## src/rtl/hp_axi_pkg.sv

```systemverilog
// Shared AXI3 constants and arbiter state encoding for the HP write port arbiter.
package hp_axi_pkg;

    localparam logic [1:0] BURST_INCR    = 2'b01;
    localparam logic [2:0] SIZE_WORD     = 3'b010;
    localparam logic [3:0] CACHE_DEFAULT = 4'b0011;

    localparam logic [1:0] RESP_OKAY   = 2'b00;
    localparam logic [1:0] RESP_EXOKAY = 2'b01;
    localparam logic [1:0] RESP_SLVERR = 2'b10;
    localparam logic [1:0] RESP_DECERR = 2'b11;

    typedef enum logic [1:0] {
        IDLE,
        ADDR,
        DATA
    } ArbState;

    // Snapshot of the granted requester's descriptor, held for the whole burst.
    typedef struct packed {
        logic [31:0] addr;
        logic [3:0]  len;
        logic [5:0]  id;
    } aw_req_t;

    function automatic logic resp_is_err(input logic [1:0] resp);
        return (resp == RESP_SLVERR) || (resp == RESP_DECERR);
    endfunction

endpackage

```

## src/rtl/hp_write_arbiter_if.sv

```systemverilog
// AXI3 write-only channel bundle (AW, W, B) between the arbiter and the HP slave port.
interface hp_write_arbiter_if;

    logic        awvalid;
    logic        awready;
    logic [31:0] awaddr;
    logic [3:0]  awlen;
    logic [5:0]  awid;
    logic [1:0]  awburst;
    logic [2:0]  awsize;
    logic [1:0]  awlock;
    logic [3:0]  awcache;
    logic [2:0]  awprot;
    logic [3:0]  awqos;

    logic        wvalid;
    logic        wready;
    logic [31:0] wdata;
    logic [3:0]  wstrb;
    logic        wlast;
    logic [5:0]  wid;

    logic        bvalid;
    logic        bready;
    logic [5:0]  bid;
    logic [1:0]  bresp;

    modport master (
        output awvalid, awaddr, awlen, awid, awburst, awsize, awlock, awcache, awprot, awqos,
        input  awready,
        output wvalid, wdata, wstrb, wlast, wid,
        input  wready,
        input  bvalid, bid, bresp,
        output bready
    );

    modport slave (
        input  awvalid, awaddr, awlen, awid, awburst, awsize, awlock, awcache, awprot, awqos,
        output awready,
        input  wvalid, wdata, wstrb, wlast, wid,
        output wready,
        output bvalid, bid, bresp,
        input  bready
    );

endinterface

```

## src/rtl/hp_write_arbiter_rr_arbiter.sv

```systemverilog
// Round-robin priority picker: one-hot grant to the first requester at or after pointer.
module rr_arbiter #(
    parameter int N     = 2,
    parameter int PTR_W = 1
) (
    input  logic [N-1:0]     req,
    input  logic [PTR_W-1:0] pointer,
    output logic [N-1:0]     grant
);

    logic             found;
    logic [PTR_W:0]   sum;
    logic [PTR_W-1:0] idx;

    always_comb begin
        grant = '0;
        found = 1'b0;
        sum   = '0;
        idx   = '0;
        for (int i = 0; i < N; i++) begin
            // One extra bit so pointer+i can be folded back into 0..N-1.
            sum = {1'b0, pointer} + (PTR_W+1)'(i);
            if (sum >= (PTR_W+1)'(N))
                sum = sum - (PTR_W+1)'(N);
            idx = sum[PTR_W-1:0];
            if (!found && req[idx]) begin
                grant[idx] = 1'b1;
                found      = 1'b1;
            end
        end
    end

endmodule

```

## src/rtl/hp_write_arbiter.sv

```systemverilog
// Shares one AXI3 HP write port between NUM_REQ burst requesters, routing B back by ID.
// Optional: define HP_WRITE_ARB_ERR_CNT_EN to add a saturating err_count output.
module hp_write_arbiter
    import hp_axi_pkg::*;
#(
    parameter int NUM_REQ         = 2,
    parameter int ID_BASE         = 0,
    parameter int MAX_OUTSTANDING = 4
) (
    input  logic                      clock,
    input  logic                      reset,
    input  logic [NUM_REQ-1:0]        req_valid,
    output logic [NUM_REQ-1:0]        req_ready,
    input  logic [NUM_REQ-1:0][31:0]  req_addr,
    input  logic [NUM_REQ-1:0][3:0]   req_len,
    input  logic [NUM_REQ-1:0]        wd_valid,
    output logic [NUM_REQ-1:0]        wd_ready,
    input  logic [NUM_REQ-1:0][31:0]  wd_data,
    output logic [NUM_REQ-1:0]        done_valid,
    output logic [1:0]                done_resp,
    hp_write_arbiter_if.master        axi
`ifdef HP_WRITE_ARB_ERR_CNT_EN
    ,
    output logic [15:0]               err_count
`endif
);

    localparam int         PTR_W = (NUM_REQ > 1) ? $clog2(NUM_REQ) : 1;
    localparam logic [3:0] MAX_O = 4'(MAX_OUTSTANDING);
    localparam logic [6:0] ID_LO = 7'(ID_BASE);
    localparam logic [6:0] ID_HI = 7'(ID_BASE + NUM_REQ);

    ArbState          state;
    logic [PTR_W-1:0] ptr;
    logic [PTR_W-1:0] gnt_idx;
    aw_req_t          aw_q;
    logic             awvalid_q;
    logic [3:0]       beats;
    logic [3:0]       outst;

    logic [NUM_REQ-1:0] pick_oh;
    logic [PTR_W-1:0]   pick_idx;
    logic               aw_hs, w_hs, b_hs, in_data, bid_ok;
    logic [5:0]         bid_off;

    rr_arbiter #(.N(NUM_REQ), .PTR_W(PTR_W)) u_rr (
        .req     (req_valid),
        .pointer (ptr),
        .grant   (pick_oh)
    );

    always_comb begin
        pick_idx = '0;
        for (int i = 0; i < NUM_REQ; i++)
            if (pick_oh[i]) pick_idx = PTR_W'(i);
    end

    assign in_data = (state == DATA);
    assign aw_hs   = axi.awvalid && axi.awready;
    assign w_hs    = axi.wvalid && axi.wready;
    assign b_hs    = axi.bvalid && axi.bready;

    assign axi.awvalid = awvalid_q;
    assign axi.awaddr  = aw_q.addr;
    assign axi.awlen   = aw_q.len;
    assign axi.awid    = aw_q.id;
    assign axi.awburst = BURST_INCR;
    assign axi.awsize  = SIZE_WORD;
    assign axi.awlock  = 2'b00;
    assign axi.awcache = CACHE_DEFAULT;
    assign axi.awprot  = 3'b000;
    assign axi.awqos   = 4'h0;

    // W is a pure mux of the owning requester; everything is gated off outside DATA.
    assign axi.wvalid = in_data && wd_valid[gnt_idx];
    assign axi.wdata  = in_data ? wd_data[gnt_idx] : 32'h0;
    assign axi.wid    = in_data ? aw_q.id : 6'h0;
    assign axi.wlast  = in_data && (beats == 4'h0);
    assign axi.wstrb  = 4'hF;

    assign axi.bready = (outst != 4'h0);
    assign bid_ok     = ({1'b0, axi.bid} >= ID_LO) && ({1'b0, axi.bid} < ID_HI);
    assign bid_off    = axi.bid - 6'(ID_BASE);

    always_comb begin
        req_ready  = '0;
        wd_ready   = '0;
        done_valid = '0;
        for (int i = 0; i < NUM_REQ; i++) begin
            if (gnt_idx == PTR_W'(i)) begin
                req_ready[i] = (state == ADDR) && axi.awready;
                wd_ready[i]  = in_data && axi.wready;
            end
            if (b_hs && bid_ok && (bid_off == 6'(i)))
                done_valid[i] = 1'b1;
        end
    end

    assign done_resp = (|done_valid) ? axi.bresp : RESP_OKAY;

    always_ff @(posedge clock or negedge reset) begin
        if (!reset) begin
            state     <= IDLE;
            ptr       <= '0;
            gnt_idx   <= '0;
            aw_q      <= '0;
            awvalid_q <= 1'b0;
            beats     <= 4'h0;
        end else begin
            case (state)
                IDLE: begin
                    if ((outst < MAX_O) && (|req_valid)) begin
                        gnt_idx   <= pick_idx;
                        aw_q.addr <= req_addr[pick_idx];
                        aw_q.len  <= req_len[pick_idx];
                        aw_q.id   <= 6'(ID_BASE) + 6'(pick_idx);
                        awvalid_q <= 1'b1;
                        state     <= ADDR;
                    end
                end
                ADDR: begin
                    beats <= aw_q.len;
                    if (aw_hs) begin
                        awvalid_q <= 1'b0;
                        state     <= DATA;
                    end
                end
                DATA: begin
                    if (w_hs) begin
                        if (beats == 4'h0) begin
                            ptr   <= (gnt_idx == PTR_W'(NUM_REQ-1)) ? '0 : gnt_idx + 1'b1;
                            state <= IDLE;
                        end else begin
                            beats <= beats - 4'h1;
                        end
                    end
                end
                default: state <= IDLE;
            endcase
        end
    end

    // Concurrent AW and B handshakes cancel out.
    always_ff @(posedge clock or negedge reset) begin
        if (!reset)
            outst <= 4'h0;
        else if (aw_hs && !b_hs)
            outst <= outst + 4'h1;
        else if (b_hs && !aw_hs)
            outst <= outst - 4'h1;
    end

`ifdef HP_WRITE_ARB_ERR_CNT_EN
    always_ff @(posedge clock or negedge reset) begin
        if (!reset)
            err_count <= 16'h0;
        else if (b_hs && resp_is_err(axi.bresp) && (err_count != 16'hFFFF))
            err_count <= err_count + 16'h1;
    end
`endif

endmodule

```

## src/flat_wrapper.sv

```systemverilog
// flat-port wrapper written by rule: the top's interface ports become plain ports
module hp_write_arbiter_flat import hp_axi_pkg::*;
#(
    parameter int NUM_REQ         = 2,
    parameter int ID_BASE         = 0,
    parameter int MAX_OUTSTANDING = 4
)
  (clock, reset, req_valid, req_ready, req_addr, req_len, wd_valid, wd_ready, wd_data, done_valid, done_resp, axi_awvalid, axi_awaddr, axi_awlen, axi_awid, axi_awburst, axi_awsize, axi_awlock, axi_awcache, axi_awprot, axi_awqos, axi_awready, axi_wvalid, axi_wdata, axi_wstrb, axi_wlast, axi_wid, axi_wready, axi_bvalid, axi_bid, axi_bresp, axi_bready);
  hp_write_arbiter_if axi_i ();
  input  logic clock;
  input  logic reset;
  input  logic [NUM_REQ-1:0] req_valid;
  output logic [NUM_REQ-1:0] req_ready;
  input  logic [NUM_REQ-1:0][31:0] req_addr;
  input  logic [NUM_REQ-1:0][3:0] req_len;
  input  logic [NUM_REQ-1:0] wd_valid;
  output logic [NUM_REQ-1:0] wd_ready;
  input  logic [NUM_REQ-1:0][31:0] wd_data;
  output logic [NUM_REQ-1:0] done_valid;
  output logic [1:0] done_resp;
  output wire logic [$bits(axi_i.awvalid)-1:0] axi_awvalid;
  output wire logic [$bits(axi_i.awaddr)-1:0] axi_awaddr;
  output wire logic [$bits(axi_i.awlen)-1:0] axi_awlen;
  output wire logic [$bits(axi_i.awid)-1:0] axi_awid;
  output wire logic [$bits(axi_i.awburst)-1:0] axi_awburst;
  output wire logic [$bits(axi_i.awsize)-1:0] axi_awsize;
  output wire logic [$bits(axi_i.awlock)-1:0] axi_awlock;
  output wire logic [$bits(axi_i.awcache)-1:0] axi_awcache;
  output wire logic [$bits(axi_i.awprot)-1:0] axi_awprot;
  output wire logic [$bits(axi_i.awqos)-1:0] axi_awqos;
  input wire logic [$bits(axi_i.awready)-1:0] axi_awready;
  output wire logic [$bits(axi_i.wvalid)-1:0] axi_wvalid;
  output wire logic [$bits(axi_i.wdata)-1:0] axi_wdata;
  output wire logic [$bits(axi_i.wstrb)-1:0] axi_wstrb;
  output wire logic [$bits(axi_i.wlast)-1:0] axi_wlast;
  output wire logic [$bits(axi_i.wid)-1:0] axi_wid;
  input wire logic [$bits(axi_i.wready)-1:0] axi_wready;
  input wire logic [$bits(axi_i.bvalid)-1:0] axi_bvalid;
  input wire logic [$bits(axi_i.bid)-1:0] axi_bid;
  input wire logic [$bits(axi_i.bresp)-1:0] axi_bresp;
  output wire logic [$bits(axi_i.bready)-1:0] axi_bready;
  assign axi_awvalid = axi_i.awvalid;
  assign axi_awaddr = axi_i.awaddr;
  assign axi_awlen = axi_i.awlen;
  assign axi_awid = axi_i.awid;
  assign axi_awburst = axi_i.awburst;
  assign axi_awsize = axi_i.awsize;
  assign axi_awlock = axi_i.awlock;
  assign axi_awcache = axi_i.awcache;
  assign axi_awprot = axi_i.awprot;
  assign axi_awqos = axi_i.awqos;
  assign axi_i.awready = axi_awready;
  assign axi_wvalid = axi_i.wvalid;
  assign axi_wdata = axi_i.wdata;
  assign axi_wstrb = axi_i.wstrb;
  assign axi_wlast = axi_i.wlast;
  assign axi_wid = axi_i.wid;
  assign axi_i.wready = axi_wready;
  assign axi_i.bvalid = axi_bvalid;
  assign axi_i.bid = axi_bid;
  assign axi_i.bresp = axi_bresp;
  assign axi_bready = axi_i.bready;
  hp_write_arbiter #(.NUM_REQ(NUM_REQ), .ID_BASE(ID_BASE), .MAX_OUTSTANDING(MAX_OUTSTANDING)) u_core (.clock(clock), .reset(reset), .req_valid(req_valid), .req_ready(req_ready), .req_addr(req_addr), .req_len(req_len), .wd_valid(wd_valid), .wd_ready(wd_ready), .wd_data(wd_data), .done_valid(done_valid), .done_resp(done_resp), .axi(axi_i));
endmodule
```

## config.mk

```make
export PLATFORM = sky130hd
export DESIGN_NAME = hp_write_arbiter_flat
export DESIGN_NICKNAME = d
export VERILOG_FILES = /design/src/rtl/hp_axi_pkg.sv /design/src/rtl/hp_write_arbiter_if.sv /design/src/rtl/hp_write_arbiter_rr_arbiter.sv /design/src/rtl/hp_write_arbiter.sv /design/src/flat_wrapper.sv
export SDC_FILE = /design/constraint.sdc
export NUM_CORES = 1
export LEC_CHECK = 0
export ABC_AREA = 1
export BUFFER_PORTS_ARGS = -buffer_cell sky130_fd_sc_hd__buf_2
export CAP_MARGIN = 25
export CORE_ASPECT_RATIO = 0.7
export CORE_MARGIN = 5
export CORE_UTILIZATION = 36
export DETAILED_ROUTE_END_ITERATION = 12
export HOLD_SLACK_MARGIN = 0.02
export PLACE_DENSITY_LB_ADDON = 0.3
export RECOVER_POWER = 100
export SYNTH_ARGS = -nofsm -noshare
export SYNTH_HDL_FRONTEND = slang
export SYNTH_SLANG_ARGS = --single-unit
export TNS_END_PERCENT = 100
```

## constraint.sdc

```tcl
create_clock -name clock -period 1.7 [get_ports clock]
set_input_delay 0.17 -clock clock [delete_from_list [all_inputs] [get_ports clock]]
set_output_delay 0.17 -clock clock [all_outputs]
set_load 0.02 [all_outputs]
```

Yosys cells after proc, flatten, opt, wreduce, memory -nomap -nowiden
Index checks and enable logic that the tools add are counted.
Word-level totals
  flip-flop bits (word level): 49
  input port bits: 153
  output and inout bits: 114
  logic and storage cells: 112
Operators by class
  add/sub/neg operators: 7
  $lt $le $gt $ge: 10
  eq/ne operators: 8
  mux-type cells: 45
  bitwise operators: 1
  reductions and logical operators: 33
Operator list (count)
  $mux 32: 5
  $mux 4: 6
  $mux 1: 22
  $logic_and 1x1->1: 16
  $mux 2: 7
  $reduce_and 3->1: 3
  $lt 1x2->1 const B: 4
  $pmux 4 s2: 1
  $sub 4x1->4 const B: 2
  $eq 6x1->1 const B: 1
  $logic_not 6->1: 1
  $lt 6x2->1 const B: 1
  $ne 2x1->1 const B: 3
  $pmux 2 s3: 1
  $reduce_bool 2->1: 3
  $add 4x1->4 const B: 1
  $logic_not 4->1: 1
  $lt 4x3->1 const B: 1
  $ne 2x2->1 const B: 2
  $reduce_and 4->1: 1
  $reduce_bool 4->1: 1
  $reduce_or 2->1: 2
  $logic_not 1->1: 3
  $add 1x1->2 const B: 1
  12 further kinds: 15

Logic depth before layout (Yosys ltp)
  word-level depth: 12
  gate-level depth with buffers: 11
  mapped depth without buffers: 11

Modules after synthesis
A second synthesis with hierarchy kept.
Unflattened totals
  cell total of the unflattened synthesis: 439
  area, all modules: 3340.7 um^2
By module, submodules not included
  hp_write_arbiter: times used 1, cells an instance 435, area an instance 3313.2 um^2, sequential area each 1226.2 um^2
  rr_arbiter: times used 1, cells an instance 4, area an instance 27.5 um^2, sequential area each 0.0 um^2

Least setup slack after synthesis
OpenSTA, ideal clock, no wires.
  kind: reg-to-reg
  start: register u_core.outst[3]
  end: register u_core.outst[3]
  setup time: 0.116 ns
  arrival: 1.791 ns
  required time: 1.584 ns
  slack: -0.208 ns
  stages on the path, launching flop included: 12
  buffers on the path: 0
  clock period less this slack: 1.908 ns
  cell sequence: dfrtp_1 > nor2_2 > nand2_1 > nand2_1 > ha_1 > inv_1 > ha_1 > a21oi_1 > nand2_1 > xor2_1 > nand2_1 > nand2_1
Between the ends
  word-level cells in the longest chain between the ends: 5
  elaborated cells between the ends (all ways): 10
  those cells by class: 2 x add/sub; 2 x mux; 6 x reduce/logical
RTL lines
  from (decl): RTL line hp_write_arbiter.sv:39  | logic [3:0] outst;
  from (signal assigned): RTL line hp_write_arbiter.sv:148  | outst <= outst + 4'h1;
  from (signal assigned): RTL line hp_write_arbiter.sv:150  | outst <= outst - 4'h1;
  $reduce_bool 4->1 *: RTL line hp_write_arbiter.sv:81  | assign axi.bready = (outst != 4'h0);
  net axi_bready: RTL line flat_wrapper.sv:41  | output wire logic [$bits(axi_i.bready)-1:0] axi_bready;
  $logic_and 1x1->1 *: RTL line hp_write_arbiter.sv:61  | assign b_hs = axi.bvalid && axi.bready;
  $logic_not 1->1: RTL line hp_write_arbiter.sv:147  | else if (aw_hs && !b_hs)
  $logic_and 1x1->1: RTL line hp_write_arbiter.sv:147
  $mux 4 or $reduce_bool 2->1 (tied branches)
The timed path passes the listed nets; every way through them passes the cells marked *. The select of a mux whose other input is x is not followed.
A chain may end at the register's enable or synchronous reset.

Final worst setup path
  start: register u_core.state[0]
  end: output port axi_wdata[30]
Between the ends
  word-level cells in the longest chain between the ends: 2
RTL lines
  from (decl): RTL line hp_write_arbiter.sv:33  | ArbState state;
  from (signal assigned): RTL line hp_write_arbiter.sv:103  | state <= IDLE;
  from (signal assigned): RTL line hp_write_arbiter.sv:118  | state <= ADDR;
  from (signal assigned): RTL line hp_write_arbiter.sv:125  | state <= DATA;
  $eq 2x2->1: RTL line hp_write_arbiter.sv:58  | assign in_data = (state == DATA);
  $mux 32: RTL line hp_write_arbiter.sv:76  | assign axi.wdata = in_data ? wd_data[gnt_idx] : 32'h0;
  to (decl): RTL line flat_wrapper.sv:33  | output wire logic [$bits(axi_i.wdata)-1:0] axi_wdata;
Every way passes these cells.

==> parameters.txt <==
Parameter                              Value

Clock tree
  Clock tree from TritonCTS ... done
  CTS max path bufs ... 2
  Worst skew pair latency ... 300 ps
  Number of clock buffers inserted by TritonCTS ... 5
  Library cell used as clock root buffer ... sky130_fd_sc_hd__clkbuf_16
  Reg clk slew, reported paths ... 70 ps
  Clock tree sinks ... 49
  Count of H-tree levels built during CTS ... 2

Global routing
  Global-route wire length before repair ... roughly 19000 µm
  Initial antenna violation count ... 0
  Aggregate global-route resource usage ... 19.8%
  Total congestion overflow ... 0
  Vias in the first global route ... 3815
  Largest net degree at the start of global routing ... 38

Synth
  Number of storage elements in the synthesis netlist ... 49
  Proportion of synthesized chip area in sequential cells ... 37.0%
  Number of warnings reported in the yosys synthesis log ... 0
  Top cell type's share of synthesized area ... 37.0%
  Synthesized area ... about 3300 µm²
  Largest area contributor in the netlist ... sky130_fd_sc_hd__dfrtp_1
  Instance count of the mapped netlist ... about 480
  Average cell area after synthesis ... 6.92 µm²
  Number of different library cells in the post-synthesis netlist ... 28
  Cell types with the largest area share after synthesis ... sky130_fd_sc_hd__dfrtp_1 (37%), sky130_fd_sc_hd__nand2_1 (17%), sky130_fd_sc_hd__o21ai_0 (8.5%)

Floorplanning
  Chip width ... between 100 and 150 µm
  I/O pin cnt ... 267
  Starting density of the core ... between 30 and 40%
  Area of the core ... 9030 µm²
  Rows ... 29
  Height of the die ... around 90 µm
  Floorplan die area ... 11300 µm²

Final layout
  Fraction of layout cells with a size suffix above 1 ... 44.1%
  Footprint of the multi-input gates ... around 2000 µm²
  Number of diodes ... 0
  Register cell area after layout ... roughly 1200 µm²
  Commonest non-fill, non-tap cell in the layout ... sky130_fd_sc_hd__buf_2
  Post-route cell area ... around 5400 µm²
  Count of nets after finishing ... 884
  Area growth from synthesis to layout ... 64.0%
  Commonest non-fill, non-tap cells in the layout ... sky130_fd_sc_hd__buf_2 (160), sky130_fd_sc_hd__nand2_1 (86), sky130_fd_sc_hd__o21ai_0 (55)
  Final-layout fill cell count ... 850
  Final Core Density ... 60.2%

Power and ir drop
  Cell Pwr Density ... approximately 1600 nW/µm²
  Clock group share of total power ... 13.5%
  Net switching power figure ... 4140 µW
  Part of the total power dissipated in combinational logic ... between 60% and 70%
  Switching power share of the total ... 47.3%
  Reg power frac ... 24.5%
  Worst ir drop on vdd ... 0.631 mV
  Pint ... 4600 µW
  Reported leakage power ... between 0.002 and 0.003 µW

Worst setup path
  Depth of the worst register-to-register path ... 11
  Data required time of the worst path ... 1530 ps
  Startpoint types ... flop
  Critical Path Sink Type ... output pin
  Data arrival time of the critical path ... about 1600 ps
  Reg2reg end ... u_core.outst[3]$_DFFE_PN0P_
  Register-to-register path setup slack ... 70 ps
  Maximum fanout along the worst path ... 8
  Critical path class ... flop to output pin
  Reg-to-reg critical path startpoint ... u_core.outst[2]$_DFFE_PN0P_

Min path
  Min-Delay Endpoint ... u_core.axi.awaddr[19]$_DFFE_PN0P_
  Hold Path Depth ... 3
  Beginning of the worst hold path ... req_addr[51]
  Class of the tightest hold or removal check ... input pin to flop

Placement
  Number of buffer cells added on primary ports ... 234
  Post-placement setup slack ... -31.3 ps
  HPWL after DPL ... 8930 µm
  GP Congestion ... a little over 0.9
  Post-place instance area ... ~4500 µm²

STA
  Worst rel slew slack ... 61.0%
  Transition time of the tightest slew-check pin ... about 600 ps
  Finish-stage setup viols ... 21
  Max Clock Skew ... 7.23 ps
  Max-slew violations ... 0
  Peak clock frequency supported by timing ... between 500 and 600 MHz
  Final worst setup slack ... -71.2 ps
  RSZ-0062 raised after global routing ... yes
  Period utilisation layout ... 104%
  Tmin final ... between 1500 and 2000 ps
  Aggregate negative setup slack ... -381 ps
  Number of failing hold endpoints at the final stage ... 0

Run
  Number of maximum-capacitance violations ... 0

Status
  Run status ... finished with violations
  Violated checks ... negative setup slack

Detailed routing
  Initial DRC Count ... 163
  Mean number of vias per cell ... around 4.7
  Final routed DRC violation total ... 0
  Final antenna-violating net count ... 0
  First-pass iteration count of the detailed router ... 5
  Via count ... 3984
  DR WL/cell ... approximately 15 µm
  Total wire length ... 13000 µm
-- registers in the layout, summed over array words and instances (netlist names) --
name,count
u_core.axi.awaddr,32
u_core.axi.awlen,4
u_core.beats,4
u_core.outst,4
u_core.state,2
u_core.axi.awvalid,1
u_core.gnt_idx,1
u_core.ptr,1
-- per-layer routing --
layer,wire length (µm),up-vias,global-route usage (%)
li1,-,1946,-
met1,4700,1858,23.4
met2,7130,151,36.7
met3,856,29,4.49
met4,286,0,4.38
met5,0,-,0
-- repair_timing --
item	in CTS	in global routing
pin swaps	2	13
hold buffers	1	0
endpoints found under the hold margin	17	0
gates resized for setup	53	127
gates cloned	2	2
setup endpoints to repair	37	38
setup buffers	3	6
-- per-stage QoR --
step | std cells | power, µW | hold WS, ps
4_1_cts | 839 | 8260 | 120
6_report | 847 | 8740 | 128
2_1_floorplan | 509 | 5220 | -126
5_1_grt | 847 | 9450 | 123
3_5_place_dp | 825 | 6710 | 149
3_3_place_gp | 825 | 6600 | 147
-- worst max-delay path, stage by stage, from the launching register on --
cell and delay, ps:
sky130_fd_sc_hd__dfrtp_1 400, sky130_fd_sc_hd__inv_2 90, sky130_fd_sc_hd__ha_4 180, sky130_fd_sc_hd__nand2_4 90
sky130_fd_sc_hd__clkinv_8 100, sky130_fd_sc_hd__clkbuf_16 160, sky130_fd_sc_hd__nand2_1 60, sky130_fd_sc_hd__nand2_1 90
sky130_fd_sc_hd__buf_6 120
-- layout make-up --
type                       count  area share [%]
multi-input combinational    375            37.6
tap                          124            2.85
timing repair buffer         264            31.6
clock inverter                 3           0.875
clock buffer                   5            2.30
inverter                      27            2.23
sequential                    49            22.6
-- synthesized netlist by cell type (all sizes together) --
cell / count
fa: 1
xnor2: 3
o21bai: 2
a21oi: 4
nor2: 49
dfrtp: 49
o21ai: 80
clkinv: 1
o22ai: 1
xor2: 1
nand2: 149
conb: 2
buf: 49
inv: 26
nand3: 40
clkbuf: 9
nand4: 1
ha: 8
nor3: 4
-- power by group through the flow --
| stage | combinational, µW | clock [µW] | sequential [µW] |
|---|---|---|---|
| global route | 5950 | 1260 | 2230 |
| finish | 5420 | 1180 | 2140 |
| CTS | 4900 | 1220 | 2140 |
| floorplan | 2570 | 0 | 2650 |
| detailed placement | 4570 | 0 | 2140 |
| global placement | 4480 | 0 | 2120 |
-- worst max-delay path by stage --
stage                                startpoint                     endpoint  slack, ps  cells past startpoint
floorplan           u_core.outst[2]$_DFFE_PN0P_  u_core.outst[3]$_DFFE_PN0P_        -60                     11
CTS                 u_core.state[0]$_DFFE_PN0P_                   axi_wvalid        -20                      7
global placement    u_core.outst[3]$_DFFE_PN0P_  u_core.outst[3]$_DFFE_PN0P_         30                     11
detailed placement  u_core.outst[3]$_DFFE_PN0P_  u_core.outst[2]$_DFFE_PN0P_        -30                      8
finish              u_core.state[0]$_DFFE_PN0P_                axi_wdata[30]        -70                      8
global route        u_core.state[0]$_DFFE_PN0P_                axi_wdata[30]       -130                      8
-- logic make-up after synthesis --
logic type                 synth area share (%)
adders and majority gates                  3.63
xor gates and xnor gates                   1.06
AOI/OAI and AO/OA                          13.8
and+or+nand+nor                            29.6
buffers and inverters                      14.7
other                                     0.227
DFF                                        37.0
(Power assumes the default switching activity.)
